## src/rtl/pipe_pkg.sv

```systemverilog
// Shared EX/MEM definitions: ALU opcodes, stage state encoding, payload layout
// and the overflow-trap opcode classifier.
package pipe_pkg;

  localparam logic [3:0] ALU_AND = 4'b0000;
  localparam logic [3:0] ALU_OR  = 4'b0001;
  localparam logic [3:0] ALU_ADD = 4'b0010;
  localparam logic [3:0] ALU_SUB = 4'b0110;
  localparam logic [3:0] ALU_MUL = 4'b1000;

  typedef enum logic [0:0] {
    PASS     = 1'b0,
    MUL_WAIT = 1'b1
  } stage_state_e;

  typedef struct packed {
    logic [31:0] alu_out;
    logic [31:0] store_data;
    logic [4:0]  rd;
    logic        reg_write;
    logic        mem_read;
    logic        mem_write;
    logic [31:0] pc_target;
  } ex_mem_payload_t;

  // Only signed arithmetic opcodes turn an ALU overflow into an exception.
  function automatic logic traps_on_overflow(input logic [3:0] ctl);
    logic hit;
    case (ctl)
      ALU_ADD: hit = 1'b1;
      ALU_SUB: hit = 1'b1;
      ALU_MUL: hit = 1'b1;
      default: hit = 1'b0;
    endcase
    return hit;
  endfunction

endpackage

```

## src/rtl/ex_mem_stage_if.sv

```systemverilog
// EX-side request, MEM-side register outputs and redirect/exception signals
// of the EX/MEM stage; slave is the stage view, master the environment view.
interface ex_mem_stage_if;
  logic        in_valid;
  logic        in_ready;
  logic [3:0]  alu_control;
  logic [31:0] alu_out;
  logic        zero;
  logic        overflow;
  logic [31:0] store_data;
  logic [4:0]  rd;
  logic        reg_write;
  logic        mem_read;
  logic        mem_write;
  logic        branch;
  logic [31:0] pc_plus4;
  logic [31:0] branch_target;
  logic        flush;
  logic        out_valid;
  logic        out_ready;
  logic [31:0] mem_alu_out;
  logic [31:0] mem_store_data;
  logic [4:0]  mem_rd;
  logic        mem_reg_write;
  logic        mem_mem_read;
  logic        mem_mem_write;
  logic        pc_src;
  logic [31:0] pc_target;
  logic        exc;
  logic [31:0] epc;

  modport slave (
    input  in_valid, alu_control, alu_out, zero, overflow, store_data, rd,
           reg_write, mem_read, mem_write, branch, pc_plus4, branch_target,
           flush, out_ready,
    output in_ready, out_valid, mem_alu_out, mem_store_data, mem_rd,
           mem_reg_write, mem_mem_read, mem_mem_write, pc_src, pc_target,
           exc, epc
  );

  modport master (
    output in_valid, alu_control, alu_out, zero, overflow, store_data, rd,
           reg_write, mem_read, mem_write, branch, pc_plus4, branch_target,
           flush, out_ready,
    input  in_ready, out_valid, mem_alu_out, mem_store_data, mem_rd,
           mem_reg_write, mem_mem_read, mem_mem_write, pc_src, pc_target,
           exc, epc
  );
endinterface

```

## src/rtl/ex_mem_stage_reg.sv

```systemverilog
// EX/MEM payload register: load wins over clear; clear drops valid and the
// redirect but leaves the payload fields untouched.
module ex_mem_reg
  import pipe_pkg::*;
(
  input  logic            clk,
  input  logic            rst,
  input  logic            load,
  input  logic            clear,
  input  ex_mem_payload_t d,
  input  logic            d_pc_src,
  output ex_mem_payload_t q,
  output logic            valid,
  output logic            pc_src
);

  // Payload, valid and redirect storage with load/clear/hold.
  always_ff @(posedge clk) begin
    if (!rst) begin
      q      <= '0;
      valid  <= 1'b0;
      pc_src <= 1'b0;
    end else if (load) begin
      q      <= d;
      valid  <= 1'b1;
      pc_src <= d_pc_src;
    end else if (clear) begin
      valid  <= 1'b0;
      pc_src <= 1'b0;
    end else begin
      q      <= q;
      valid  <= valid;
      pc_src <= pc_src;
    end
  end

endmodule

```

## src/rtl/ex_mem_stage.sv

```systemverilog
// EX/MEM pipeline stage: handshake FSM with multiply settle wait, precise
// overflow exception and branch redirect into the MEM-side register.
module ex_mem_stage
  import pipe_pkg::*;
#(
  parameter int MUL_LATENCY = 4
) (
  input logic           clk,
  input logic           rst,
  ex_mem_stage_if.slave bus
);

  localparam int CNT_W = (MUL_LATENCY > 2) ? $clog2(MUL_LATENCY) : 1;

  stage_state_e    state_r, state_next;
  logic [CNT_W-1:0] cnt_r, cnt_next;
  logic            ready_s, fire_s, space_s, is_mul_s, ovf_s, exc_r;
  logic [31:0]     epc_r;
  ex_mem_payload_t pay_d_s, pay_q_s;
  logic            out_valid_s, pc_src_s;

  assign space_s  = !out_valid_s | bus.out_ready;
  assign is_mul_s = (bus.alu_control == ALU_MUL);
  assign ovf_s    = bus.overflow & traps_on_overflow(bus.alu_control);
  assign fire_s   = bus.in_valid & ready_s;

  // Next state, settle counter and acceptance.
  always_comb begin
    state_next = state_r;
    cnt_next   = cnt_r;
    ready_s    = 1'b0;
    if (!rst || bus.flush) begin
      state_next = PASS;
      cnt_next   = '0;
    end else begin
      case (state_r)
        PASS: begin
          ready_s = space_s & !is_mul_s;
          if (bus.in_valid & is_mul_s & space_s) begin
            state_next = MUL_WAIT;
            cnt_next   = CNT_W'(MUL_LATENCY - 2);
          end else begin
            state_next = PASS;
          end
        end
        MUL_WAIT: begin
          if (cnt_r != '0) begin
            cnt_next = cnt_r - CNT_W'(1);
          end else begin
            ready_s = space_s;
            if (bus.in_valid & space_s) begin
              state_next = PASS;
            end else begin
              state_next = MUL_WAIT;
            end
          end
        end
        default: begin
          state_next = PASS;
          cnt_next   = '0;
        end
      endcase
    end
  end

  // State and counter registers.
  always_ff @(posedge clk) begin
    if (!rst) begin
      state_r <= PASS;
      cnt_r   <= '0;
    end else begin
      state_r <= state_next;
      cnt_r   <= cnt_next;
    end
  end

  // An overflowing arithmetic op enters MEM as a bubble with no side effects.
  always_comb begin
    pay_d_s.alu_out    = bus.alu_out;
    pay_d_s.store_data = bus.store_data;
    pay_d_s.rd         = bus.rd;
    pay_d_s.reg_write  = bus.reg_write & !ovf_s;
    pay_d_s.mem_read   = bus.mem_read & !ovf_s;
    pay_d_s.mem_write  = bus.mem_write & !ovf_s;
    pay_d_s.pc_target  = bus.branch_target;
  end

  ex_mem_reg u_reg (
    .clk      (clk),
    .rst      (rst),
    .load     (fire_s),
    .clear    (bus.flush | bus.out_ready),
    .d        (pay_d_s),
    .d_pc_src (bus.branch & bus.zero & !ovf_s),
    .q        (pay_q_s),
    .valid    (out_valid_s),
    .pc_src   (pc_src_s)
  );

  // Exception pulse and faulting PC capture.
  always_ff @(posedge clk) begin
    if (!rst) begin
      exc_r <= 1'b0;
      epc_r <= 32'd0;
    end else begin
      exc_r <= fire_s & ovf_s;
      if (fire_s & ovf_s) begin
        epc_r <= bus.pc_plus4 - 32'd4;
      end else begin
        epc_r <= epc_r;
      end
    end
  end

  assign bus.in_ready       = ready_s;
  assign bus.out_valid      = out_valid_s;
  assign bus.mem_alu_out    = pay_q_s.alu_out;
  assign bus.mem_store_data = pay_q_s.store_data;
  assign bus.mem_rd         = pay_q_s.rd;
  assign bus.mem_reg_write  = pay_q_s.reg_write;
  assign bus.mem_mem_read   = pay_q_s.mem_read;
  assign bus.mem_mem_write  = pay_q_s.mem_write;
  assign bus.pc_src         = pc_src_s;
  assign bus.pc_target      = pay_q_s.pc_target;
  assign bus.exc            = exc_r;
  assign bus.epc            = epc_r;

endmodule
```

## src/flat_wrapper.sv

```systemverilog
// flat-port wrapper written by rule: the top's interface ports become plain ports
module ex_mem_stage_flat import pipe_pkg::*;
#(
  parameter int MUL_LATENCY = 4
)
  (clk, rst, bus_in_valid, bus_alu_control, bus_alu_out, bus_zero, bus_overflow, bus_store_data, bus_rd, bus_reg_write, bus_mem_read, bus_mem_write, bus_branch, bus_pc_plus4, bus_branch_target, bus_flush, bus_out_ready, bus_in_ready, bus_out_valid, bus_mem_alu_out, bus_mem_store_data, bus_mem_rd, bus_mem_reg_write, bus_mem_mem_read, bus_mem_mem_write, bus_pc_src, bus_pc_target, bus_exc, bus_epc);
  ex_mem_stage_if bus_i ();
  input logic clk;
  input logic rst;
  input wire logic [$bits(bus_i.in_valid)-1:0] bus_in_valid;
  input wire logic [$bits(bus_i.alu_control)-1:0] bus_alu_control;
  input wire logic [$bits(bus_i.alu_out)-1:0] bus_alu_out;
  input wire logic [$bits(bus_i.zero)-1:0] bus_zero;
  input wire logic [$bits(bus_i.overflow)-1:0] bus_overflow;
  input wire logic [$bits(bus_i.store_data)-1:0] bus_store_data;
  input wire logic [$bits(bus_i.rd)-1:0] bus_rd;
  input wire logic [$bits(bus_i.reg_write)-1:0] bus_reg_write;
  input wire logic [$bits(bus_i.mem_read)-1:0] bus_mem_read;
  input wire logic [$bits(bus_i.mem_write)-1:0] bus_mem_write;
  input wire logic [$bits(bus_i.branch)-1:0] bus_branch;
  input wire logic [$bits(bus_i.pc_plus4)-1:0] bus_pc_plus4;
  input wire logic [$bits(bus_i.branch_target)-1:0] bus_branch_target;
  input wire logic [$bits(bus_i.flush)-1:0] bus_flush;
  input wire logic [$bits(bus_i.out_ready)-1:0] bus_out_ready;
  output wire logic [$bits(bus_i.in_ready)-1:0] bus_in_ready;
  output wire logic [$bits(bus_i.out_valid)-1:0] bus_out_valid;
  output wire logic [$bits(bus_i.mem_alu_out)-1:0] bus_mem_alu_out;
  output wire logic [$bits(bus_i.mem_store_data)-1:0] bus_mem_store_data;
  output wire logic [$bits(bus_i.mem_rd)-1:0] bus_mem_rd;
  output wire logic [$bits(bus_i.mem_reg_write)-1:0] bus_mem_reg_write;
  output wire logic [$bits(bus_i.mem_mem_read)-1:0] bus_mem_mem_read;
  output wire logic [$bits(bus_i.mem_mem_write)-1:0] bus_mem_mem_write;
  output wire logic [$bits(bus_i.pc_src)-1:0] bus_pc_src;
  output wire logic [$bits(bus_i.pc_target)-1:0] bus_pc_target;
  output wire logic [$bits(bus_i.exc)-1:0] bus_exc;
  output wire logic [$bits(bus_i.epc)-1:0] bus_epc;
  assign bus_i.in_valid = bus_in_valid;
  assign bus_i.alu_control = bus_alu_control;
  assign bus_i.alu_out = bus_alu_out;
  assign bus_i.zero = bus_zero;
  assign bus_i.overflow = bus_overflow;
  assign bus_i.store_data = bus_store_data;
  assign bus_i.rd = bus_rd;
  assign bus_i.reg_write = bus_reg_write;
  assign bus_i.mem_read = bus_mem_read;
  assign bus_i.mem_write = bus_mem_write;
  assign bus_i.branch = bus_branch;
  assign bus_i.pc_plus4 = bus_pc_plus4;
  assign bus_i.branch_target = bus_branch_target;
  assign bus_i.flush = bus_flush;
  assign bus_i.out_ready = bus_out_ready;
  assign bus_in_ready = bus_i.in_ready;
  assign bus_out_valid = bus_i.out_valid;
  assign bus_mem_alu_out = bus_i.mem_alu_out;
  assign bus_mem_store_data = bus_i.mem_store_data;
  assign bus_mem_rd = bus_i.mem_rd;
  assign bus_mem_reg_write = bus_i.mem_reg_write;
  assign bus_mem_mem_read = bus_i.mem_mem_read;
  assign bus_mem_mem_write = bus_i.mem_mem_write;
  assign bus_pc_src = bus_i.pc_src;
  assign bus_pc_target = bus_i.pc_target;
  assign bus_exc = bus_i.exc;
  assign bus_epc = bus_i.epc;
  ex_mem_stage #(.MUL_LATENCY(MUL_LATENCY)) u_core (.clk(clk), .rst(rst), .bus(bus_i));
endmodule
```

## config.mk

```make
export PLATFORM = sky130hd
export DESIGN_NAME = ex_mem_stage_flat
export DESIGN_NICKNAME = d
export VERILOG_FILES = /design/src/rtl/pipe_pkg.sv /design/src/rtl/ex_mem_stage_if.sv /design/src/rtl/ex_mem_stage_reg.sv /design/src/rtl/ex_mem_stage.sv /design/src/flat_wrapper.sv
export SDC_FILE = /design/constraint.sdc
export NUM_CORES = 1
export LEC_CHECK = 0
export ABC_AREA = 1
export BUFFER_PORTS_ARGS = -buffer_cell sky130_fd_sc_hd__clkbuf_2
export CELL_PAD_IN_SITES_DETAIL_PLACEMENT = 0
export CELL_PAD_IN_SITES_GLOBAL_PLACEMENT = 1
export CORE_MARGIN = 4
export CORE_UTILIZATION = 31
export DETAILED_ROUTE_END_ITERATION = 7
export GPL_ROUTABILITY_DRIVEN = 0
export PLACE_DENSITY = 0.87
export SYNTH_ARGS = -nofsm -noshare
export SYNTH_HDL_FRONTEND = slang
export SYNTH_HIERARCHICAL = 1
export SYNTH_SLANG_ARGS = --single-unit
```

## constraint.sdc

```tcl
create_clock -name clk -period 2.19 [get_ports clk]
set_clock_uncertainty 0.1 [all_clocks]
set_input_delay 0.1095 -clock clk [delete_from_list [all_inputs] [get_ports clk]]
set_output_delay 0.1095 -clock clk [all_outputs]
set_load 0.005 [all_outputs]
```

==> results of run 1 <==
## sequential cells by signal, summed over array words and instances (netlist names)
name	count
u_core/cnt_r	2
u_core/u_reg/q	104
u_core/state_r	1
u_core/u_reg/pc_src	1
u_core/bus.exc	1
u_core/bus.epc	32
u_core/u_reg/valid	1
## path summary, 6_finish.rpt
kind                                     start                             end  slack, ps  cells after the start
setup / recovery  u_core/cnt_r[0]$_SDFFE_PP0P_  u_core/u_reg/q[6]$_SDFFE_PN0P_        220                     11
hold / removal                 bus_pc_plus4[9]  u_core/bus.epc[9]$_SDFFE_PN0P_         30                      6
setup reg to reg  u_core/cnt_r[0]$_SDFFE_PP0P_  u_core/u_reg/q[6]$_SDFFE_PN0P_        220                     11
hold reg to reg   u_core/cnt_r[0]$_SDFFE_PP0P_    u_core/cnt_r[0]$_SDFFE_PP0P_        330                      1
## power by group
part	internal, uW	switching (uW)	leakage, uW	total (uW)
sequential	2690	55.9	0.00116	2750
combinational	429	387	0.00353	816
clock	1510	1300	0.000268	2810
## layer usage
metal | track usage, % | vias to the layer above | wire, um
li1 | - | 3544 | -
met1 | 23.32 | 3082 | 9170
met2 | 31.80 | 306 | 9812
met3 | 5.367 | 38 | 1767
met4 | 7.689 | 0 | 496
met5 | 0 | - | 0
## cells by family (layout without fill, tap and decap cells)
kind of cell	Yosys count	count (layout)
AND/OR/NAND/NOR	476	476
flip-flops	142	142
AO/OA/AOI/OAI	136	136
buffers and inverters	107	531
XOR/XNOR	9	9
adder cells (fa/ha/maj)	2	2
## synth_stat cells (all sizes together)
master / instances
nor2: 318
dfxtp: 142
nand2: 125
o21ai: 122
inv: 64
buf: 27
nand3: 23
clkbuf: 16
a21oi: 12
xnor2: 7
nand4: 6
nor3: 3
ha: 2
xor2: 2
a21boi: 1
o21bai: 1
or2: 1
## worst max-delay path, cell delays in order, from the launching register on
cell and delay [ps]:
dfxtp_1 310, inv_1 70, ha_1 140, inv_1 40, nand2_1 80, nand2_1 70
nor2_1 110, nand3_2 120, inv_2 130, buf_12 340, o21ai_0 190, nor2_1 140
## repair_timing
action,CTS,global route
endpoints found under the hold margin,138,0
buffers inserted,0,0
hold buffers,140,0
## per-stage QoR
step | instances | area (um2) | util (%) | power (uW) | setup slack, ps
after floorplan | 872 | 6006 | - | 3068 | 416.3
after global placement | 1384 | 7636 | 40.42 | 3405 | 357.8
after detailed placement | 1384 | 7636 | 40.42 | 3410 | 285.1
after CTS | 1556 | 9612 | 50.87 | 6456 | 269.5
after global routing | 1556 | 9612 | 50.87 | 6667 | 47.37
final | 1556 | 9612 | 50.87 | 6376 | 222.3
## placed cells by master (no fill, tap or decap)
| master | instances |
|---|---|
| a21boi_0 | 1 |
| a21oi_1 | 12 |
| buf_12 | 6 |
| buf_4 | 3 |
| clkbuf_16 | 17 |
| clkbuf_2 | 286 |
| clkinv_4 | 2 |
| clkinv_8 | 2 |
| clkinvlp_4 | 4 |
| dfxtp_1 | 142 |
| dlygate4sd3_1 | 140 |
| ha_1 | 2 |
| inv_1 | 62 |
| inv_2 | 1 |
| inv_4 | 1 |
| inv_6 | 4 |
| inv_8 | 3 |
| nand2_1 | 123 |
| nand2_2 | 2 |
| nand3_1 | 22 |
| nand3_2 | 1 |
| nand4_1 | 6 |
| nor2_1 | 316 |
| nor2_4 | 2 |
| nor3_1 | 3 |
| o21ai_0 | 111 |
| o21ai_1 | 11 |
| o21bai_1 | 1 |
| or2_2 | 1 |
| xnor2_1 | 7 |
| xor2_1 | 2 |
## area by class of cell
type	count	area share, %
clock buffers	17	4.426
clock inverters	15	1.549
inverters	64	2.525
multi-input cells	623	27.58
flip-flops and latches	142	29.58
well taps	260	3.385
repair buffers	435	30.96
==> qor.csv, run 1 <==
metric,value,unit
status,finished clean,
cts_buffer_depth,2,
cellPowerDensity,663.4,nW/um2
worstSetupPathType,reg -> reg,
numPortBuffers,287,
vdd_ir_drop_max,0.4954,mV
slew_violations,0,
path_clk_slew,70,ps
clock_sinks,142,
wirelength,21250,um
arrival,2220,ps
cts-root-buf,clkbuf_16,
io_pins,288,
cp_max_fo,106,
initial_core_util,31.79,%
period_minus_slack,1968,ps
vias_per_cell,4.479,
wl_per_cell,13.65,um
n_fill_cell,1809,
grt_antenna_before_repair,0,
dp_hpwl,13820,um
dieWidth,147.2,um
drt_iter0_drc,425,
drcViolationCount,0,
hold_viol,0,
syn_nets,1022,
setup_violations,0,
required,2440,ps
synthXorXnorAreaFrac,1.313,%
leakage,0.004956,uW
avgSynthCellArea,6.887,um2
die_h,147.2,um
synth_top_area_cell,dfxtp_1,
synthTopCellsByArea,"dfxtp_1, nor2_1, o21ai_0, nand2_1, inv_1",
synthMuxAreaShare,0,%
worst_setup_path_start_kind,flop,
antennaDiodeCount,0,
fin_tns_setup,0,ps
synth-compound-area-share,11.42,%
syn_inst,872,
ant_nets,0,
holdWs,26.99,ps
dr_total_vias,6970,
dr.pass1.iters,5,
ys_seq_elements,142,
worstSkewPairLatency,420,ps
multi_input_area,2651,um2
yosys.area_share.simple,31.00,%
drive_gt1_share,25.85,%
area_growth,60.04,%
grt-ovfl-total,0,
synthAdderAreaFrac,0.4167,%
synth_top_area_share,47.33,%
period_share,89.85,%
synth_warnings,6,
cts_tree,yes,
ys_seq_area_share,47.33,%
end_kind,flop,
slew_headroom,62.07,%
synth_area,6006,um2
yosysUniqueCellTypes,25,
fmax,0.5082,GHz
rsz0062_at_grt,no,
fin_nets,1433,
tightest_slew,569.0,ps
synth_top_family_by_area,simple AND/OR/NAND/NOR gates,
htreeDepth,4,
grt_pass1_vias,6953,
grt_max_degree,139,
numCtsBuffers,17,
maxCapViolCount,0,
cts_resized,0,
die_area,21660,um2
grtUsageTotal,19.09,%
core-area,18890,um2
grt_first_pass_wirelength,34290,um
num_rows,50,
hold_class,in -> reg,
seqCellArea,2843,um2
No activity file was read; power rests on OpenSTA's default activity.
==> inputs of run 2 (changes only) <==
--- a/config.mk
+++ b/config.mk
@@ -9,6 +9,7 @@
 export BUFFER_PORTS_ARGS = -buffer_cell sky130_fd_sc_hd__clkbuf_2
 export CELL_PAD_IN_SITES_DETAIL_PLACEMENT = 0
 export CELL_PAD_IN_SITES_GLOBAL_PLACEMENT = 1
+export CORE_ASPECT_RATIO = 1.5
 export CORE_MARGIN = 4
 export CORE_UTILIZATION = 31
 export DETAILED_ROUTE_END_ITERATION = 7
==> run 2 against run 1 <==
First-iteration DRC count fell by 15%. Register-to-register slack improved by 50 ps. Global-route usage is 0.33 points higher. Via count up 0.57%. Fmax increased by 2.2%. Die area is 0.21% higher. Sequential power about the same. Critical path depth down 1. Total power fell by 1.7%.
==> qor.csv, run 2 (synthesized netlist as in run 1, its figures left out) <==
metric,value,unit
status,finished clean,
cellPowerDensity,655.3,nW/um2
hold_buffers,137,
worstSkewPairLatency,420,ps
slew_violations,0,
holdWs,20.92,ps
total_power,6265,uW
end_kind,flop,
core-area,19080,um2
fin_nets,1433,
worstSetupPathType,in -> reg,
grt-ovfl-total,0,
tightest_slew,788.1,ps
n_fill_cell,1897,
grt_antenna_before_repair,0,
grt_first_pass_wirelength,33110,um
path_clk_slew,60,ps
cp_max_fo,6,
fin_util,50.10,%
clock_sinks,142,
crit_slowest_cell,dlygate4sd3_1,
arrival,2180,ps
cts_resized,0,
hold_class,in -> reg,
htreeDepth,4,
dieWidth,121.6,um
drcViolationCount,0,
numCtsBuffers,17,
leakage,0.004963,uW
ant_nets,0,
area_growth,59.19,%
drive_gt1_share,25.83,%
regMostFlops,u_core/u_reg/q,
grtUsageTotal,19.42,%
grt_pass1_vias,6820,
numPortBuffers,287,
grt_max_degree,90,
rsz0062_at_grt,no,
final_area,9560,um2
cts_setup_buffers,0,
placed_area,7641,um2
antennaDiodeCount,0,
mostFrequentLayoutCell,nor2_1,
drt_iter0_drc,363,
dr_total_vias,7010,
setup_violations,0,
period_minus_slack,1926,ps
required,2450,ps
num_rows,62,
worst_setup_path_start_kind,input pin,
vdd_ir_drop_max,0.4503,mV
max_stage_delay,550,ps
dr.pass1.iters,6,
layout_common_cells,"nor2_1, clkbuf_2, dfxtp_1, dlygate4sd3_1, nand2_1",
cts-root-buf,clkbuf_16,
hold_viol,0,
wirelength,21580,um
maxCapViolCount,0,
io_pins,288,
fmax,0.5193,GHz
cts_tree,yes,
slew_headroom,47.46,%
largest_register_ff_count,104,
vias_per_cell,4.526,
die_h,178.5,um
path_cells,"dlygate4sd3_1, clkbuf_2, inv_1, ha_1, nand2_1, inv_1, nand2_1, xnor2_1, nor2_1, nor2_1",
initial_core_util,31.47,%
wl_per_cell,13.93,um
die_area,21710,um2
dp_hpwl,14800,um
cts_buffer_depth,2,
period_share,87.93,%
fin_tns_setup,0,ps
[run 2: changes by cell type in the layout (fill, tap and decap cells not counted), moves of 2 or more]
cell,previous run,this run
clkinv_2,0,5
buf_4,3,7
clkbuf_8,0,4
clkinvlp_4,4,0
inv_6,4,0
dlygate4sd3_1,140,137
inv_8,3,0
clkinv_8,2,0
[run 2: final cells by class]
type | count | area, um2 | share of cell area, %
Clock buffer | 22 | 484.2 | 5.065
Clock inverter | 7 | 63.81 | 0.6675
Inverter | 64 | 242.7 | 2.539
Multi-Input combinational cell | 623 | 2651 | 27.73
Sequential cell | 142 | 2843 | 29.73
Tap cell | 256 | 320.3 | 3.350
Timing Repair Buffer | 435 | 2955 | 30.91
[run 2: per-stage QoR]
step                setup WS [ps]  std cells
detailed placement          309.8       1383
floorplan                   416.3        872
global route                35.41       1549
CTS                         287.7       1549
finish                      264.3       1549
global placement            350.2       1383
[run 2: worst max-delay path, delay by kind of cell]
| kind | cells | cell delay [ps] |
|---|---|---|
| buf+inv | 4 | 960 |
| simple gates | 4 | 500 |
| fa+ha+maj | 1 | 310 |
| xor+xnor | 1 | 300 |
[run 2: power by group]
group	internal (uW)	switching (uW)
sequential	2700	53.8
clock	1650	1050
combinational	426	386
[run 2: routing by layer]
layer | global-route usage [%] | routed length (um)
met1 | 19.39 | 7902
met2 | 35.82 | 11270
met3 | 4.791 | 1410
met4 | 11.59 | 995
met5 | 0 | 0
[run 2: worst paths after layout]
kind | slack (ps) | startpoint | to | cells past startpoint
hold reg to reg | 330 | u_core/cnt_r[0]$_SDFFE_PP0P_ | u_core/cnt_r[0]$_SDFFE_PP0P_ | 1
hold / removal | 20 | bus_pc_plus4[16] | u_core/bus.epc[16]$_SDFFE_PN0P_ | 4
setup / recovery | 260 | bus_pc_plus4[2] | u_core/bus.epc[14]$_SDFFE_PN0P_ | 10
setup reg to reg | 270 | u_core/cnt_r[0]$_SDFFE_PP0P_ | u_core/u_reg/q[16]$_SDFFE_PN0P_ | 11
==> inputs of run 3 (changes only) <==
--- a/config.mk
+++ b/config.mk
@@ -15,6 +15,7 @@
 export DETAILED_ROUTE_END_ITERATION = 7
 export GPL_ROUTABILITY_DRIVEN = 0
 export PLACE_DENSITY = 0.87
+export SETUP_SLACK_MARGIN = 0.3
 export SYNTH_ARGS = -nofsm -noshare
 export SYNTH_HDL_FRONTEND = slang
 export SYNTH_HIERARCHICAL = 1
==> run 3 against run 2 <==
Wire length increased by 7.1%. Largest cell class unchanged. Worst setup slack improved by 62 ps. Clock power about the same. Fmax increased by 3.3%. Largest power group unchanged. Design area increased by 4.8%. Flip-flop and latch count unchanged. Cell count increased by 0.90%.
==> qor.csv, run 3 (synthesized netlist as in run 1, its figures left out) <==
metric,value,unit
numPortBuffers,287,
reg2reg_depth,12,
dr.pass1.iters,6,
numCtsBuffers,17,
fin_tns_setup,0,ps
cellPowerDensity,631.3,nW/um2
mostFrequentLayoutCell,nor2_1,
worstSetupPathDepth,6,
cp-endpoint,u_core/state_r$_SDFF_PP0_,
dr_total_vias,7104,
vias_per_cell,4.545,
worst_r2r_endpoint,u_core/bus.epc[7]$_SDFFE_PN0P_,
layout_common_cells,"nor2_1, clkbuf_2, dfxtp_1, dlygate4sd3_1, nand2_1",
wirelength,23120,um
fmax,0.5366,GHz
path_clk_slew,60,ps
reg2reg_from,u_core/cnt_r[0]$_SDFFE_PP0P_,
cts-root-buf,clkbuf_16,
final_area,10020,um2
use_met3,4.791,%
path_buf_inv,4,
drt_iter0_drc,319,
die_area,21710,um2
crit_slowest_cell,dlygate4sd3_1,
grt_antenna_before_repair,0,
r2r_slack,330,ps
fin_nets,1447,
period_minus_slack,1864,ps
cpMostUsedCell,dlygate4sd3_1,
dieWidth,121.6,um
largest_register_ff_count,104,
cp_max_fo,3,
grtUsageTotal,19.42,%
grt_first_pass_wirelength,33110,um
initial_core_util,31.47,%
die_h,178.5,um
htreeDepth,4,
num_rows,62,
required,2390,ps
max_stage_delay,580,ps
antennaDiodeCount,0,
maxCapViolCount,0,
status,finished clean,
slew_headroom,46.46,%
worst_setup_path_start_kind,input pin,
tightest_slew,803.1,ps
rsz0062_at_grt,yes,
regMostFlops,u_core/u_reg/q,
period_share,85.10,%
ant_nets,0,
cts_buffer_depth,2,
worstSkewPairLatency,420,ps
cpLargestDelayFamily,buffers and inverters,
arrival,2070,ps
grt_max_degree,90,
grt-ovfl-total,0,
grtUsageMet1,19.41,%
path_cells,"dlygate4sd3_1, buf_4, nand2_2, dlygate4sd3_1, a21oi_2, dlygate4sd3_1",
critPathLaunch,rst,
io_pins,288,
core-area,19080,um2
placed_area,7641,um2
hold_viol,0,
grt_pass1_vias,6821,
grt.met2_usage,35.78,%
area_growth,66.87,%
drcViolationCount,0,
slew_violations,0,
wl_per_cell,14.79,um
cts_tree,yes,
dp_hpwl,14800,um
setup_violations,0,
leakage,0.005136,uW
vdd_ir_drop_max,0.4551,mV
grt-busiest-layer,met2,
end_kind,flop,
hold_class,in -> reg,
clock_sinks,142,
worstSetupPathType,in -> reg,
drive_gt1_share,28.39,%
[run 3: cell types whose count changed in the layout (fill, tap and decap cells not counted), moves of 3 or more]
cell | previous run | this run
buf_16 | 0 | 3
buf_6 | 0 | 4
clkbuf_16 | 17 | 25
inv_1 | 62 | 58
inv_2 | 1 | 4
nand2_1 | 123 | 120
nor2_1 | 316 | 307
nor2_2 | 0 | 8
[run 3: how the worst min path moves through the flow]
stage	to	start	cells past startpoint
6_report	u_core/bus.epc[20]$_SDFFE_PN0P_	bus_pc_plus4[20]	5
2_1_floorplan	u_core/u_reg/q[0]$_SDFFE_PN0P_	bus_branch_target[0]	2
3_5_place_dp	u_core/u_reg/q[16]$_SDFFE_PN0P_	bus_branch_target[16]	3
5_1_grt	u_core/bus.epc[14]$_SDFFE_PN0P_	bus_pc_plus4[14]	4
4_1_cts	u_core/bus.epc[10]$_SDFFE_PN0P_	bus_pc_plus4[10]	5
3_3_place_gp	u_core/u_reg/q[5]$_SDFFE_PN0P_	bus_branch_target[5]	3
[run 3: layer usage]
| metal | share of wire (%) | up-vias |
|---|---|---|
| met2 | 53 | 291 |
| met5 | 0 | - |
| li1 | - | 3569 |
| met4 | 5.0 | 0 |
| met1 | 35 | 3169 |
| met3 | 7.0 | 75 |
[run 3: per-stage QoR]
step	utilization, %	total power [uW]	setup WS [ps]	hold slack (ps)	std cells
global route	52.52	6605	232.6	43.23	1563
finish	52.52	6327	326.3	14.89	1563
detailed placement	40.04	3416	309.8	238.4	1383
floorplan	-	3068	416.3	144.4	872
CTS	50.12	6350	333.7	2.885	1549
global placement	40.04	3411	350.2	229.7	1383
[run 3: report_power, final]
group | internal (uW) | switching (uW)
combinational | 457 | 411
clock | 1650 | 1060
sequential | 2700 | 53.7
[run 3: area by class of cell]
cell class | count | area (um2)
Clock inverter | 7 | 63.81
Tap cell | 256 | 320.3
Fill cell | 1845 | 9061
Multi-Input combinational cell | 623 | 2744
Timing Repair Buffer | 449 | 3283
Inverter | 64 | 282.8
Clock buffer | 22 | 484.2
Sequential cell | 142 | 2844
[run 3: worst min-delay path, cell delays in order]
cell	delay (ps)
clkbuf_2	130
nand2_1	80
nand3_2	100
nand2_1	50
inv_1	40
[run 3: what timing repair did]
| action | in CTS | in global routing |
|---|---|---|
| setup buffers | 0 | 4 |
| gates cloned | 0 | 10 |
| setup endpoints to repair | 1 | 130 |
| hold buffers | 137 | 0 |
| endpoints found under the hold margin | 135 | 0 |
| gates resized for setup | 1 | 53 |
| pin swaps | 0 | 14 |
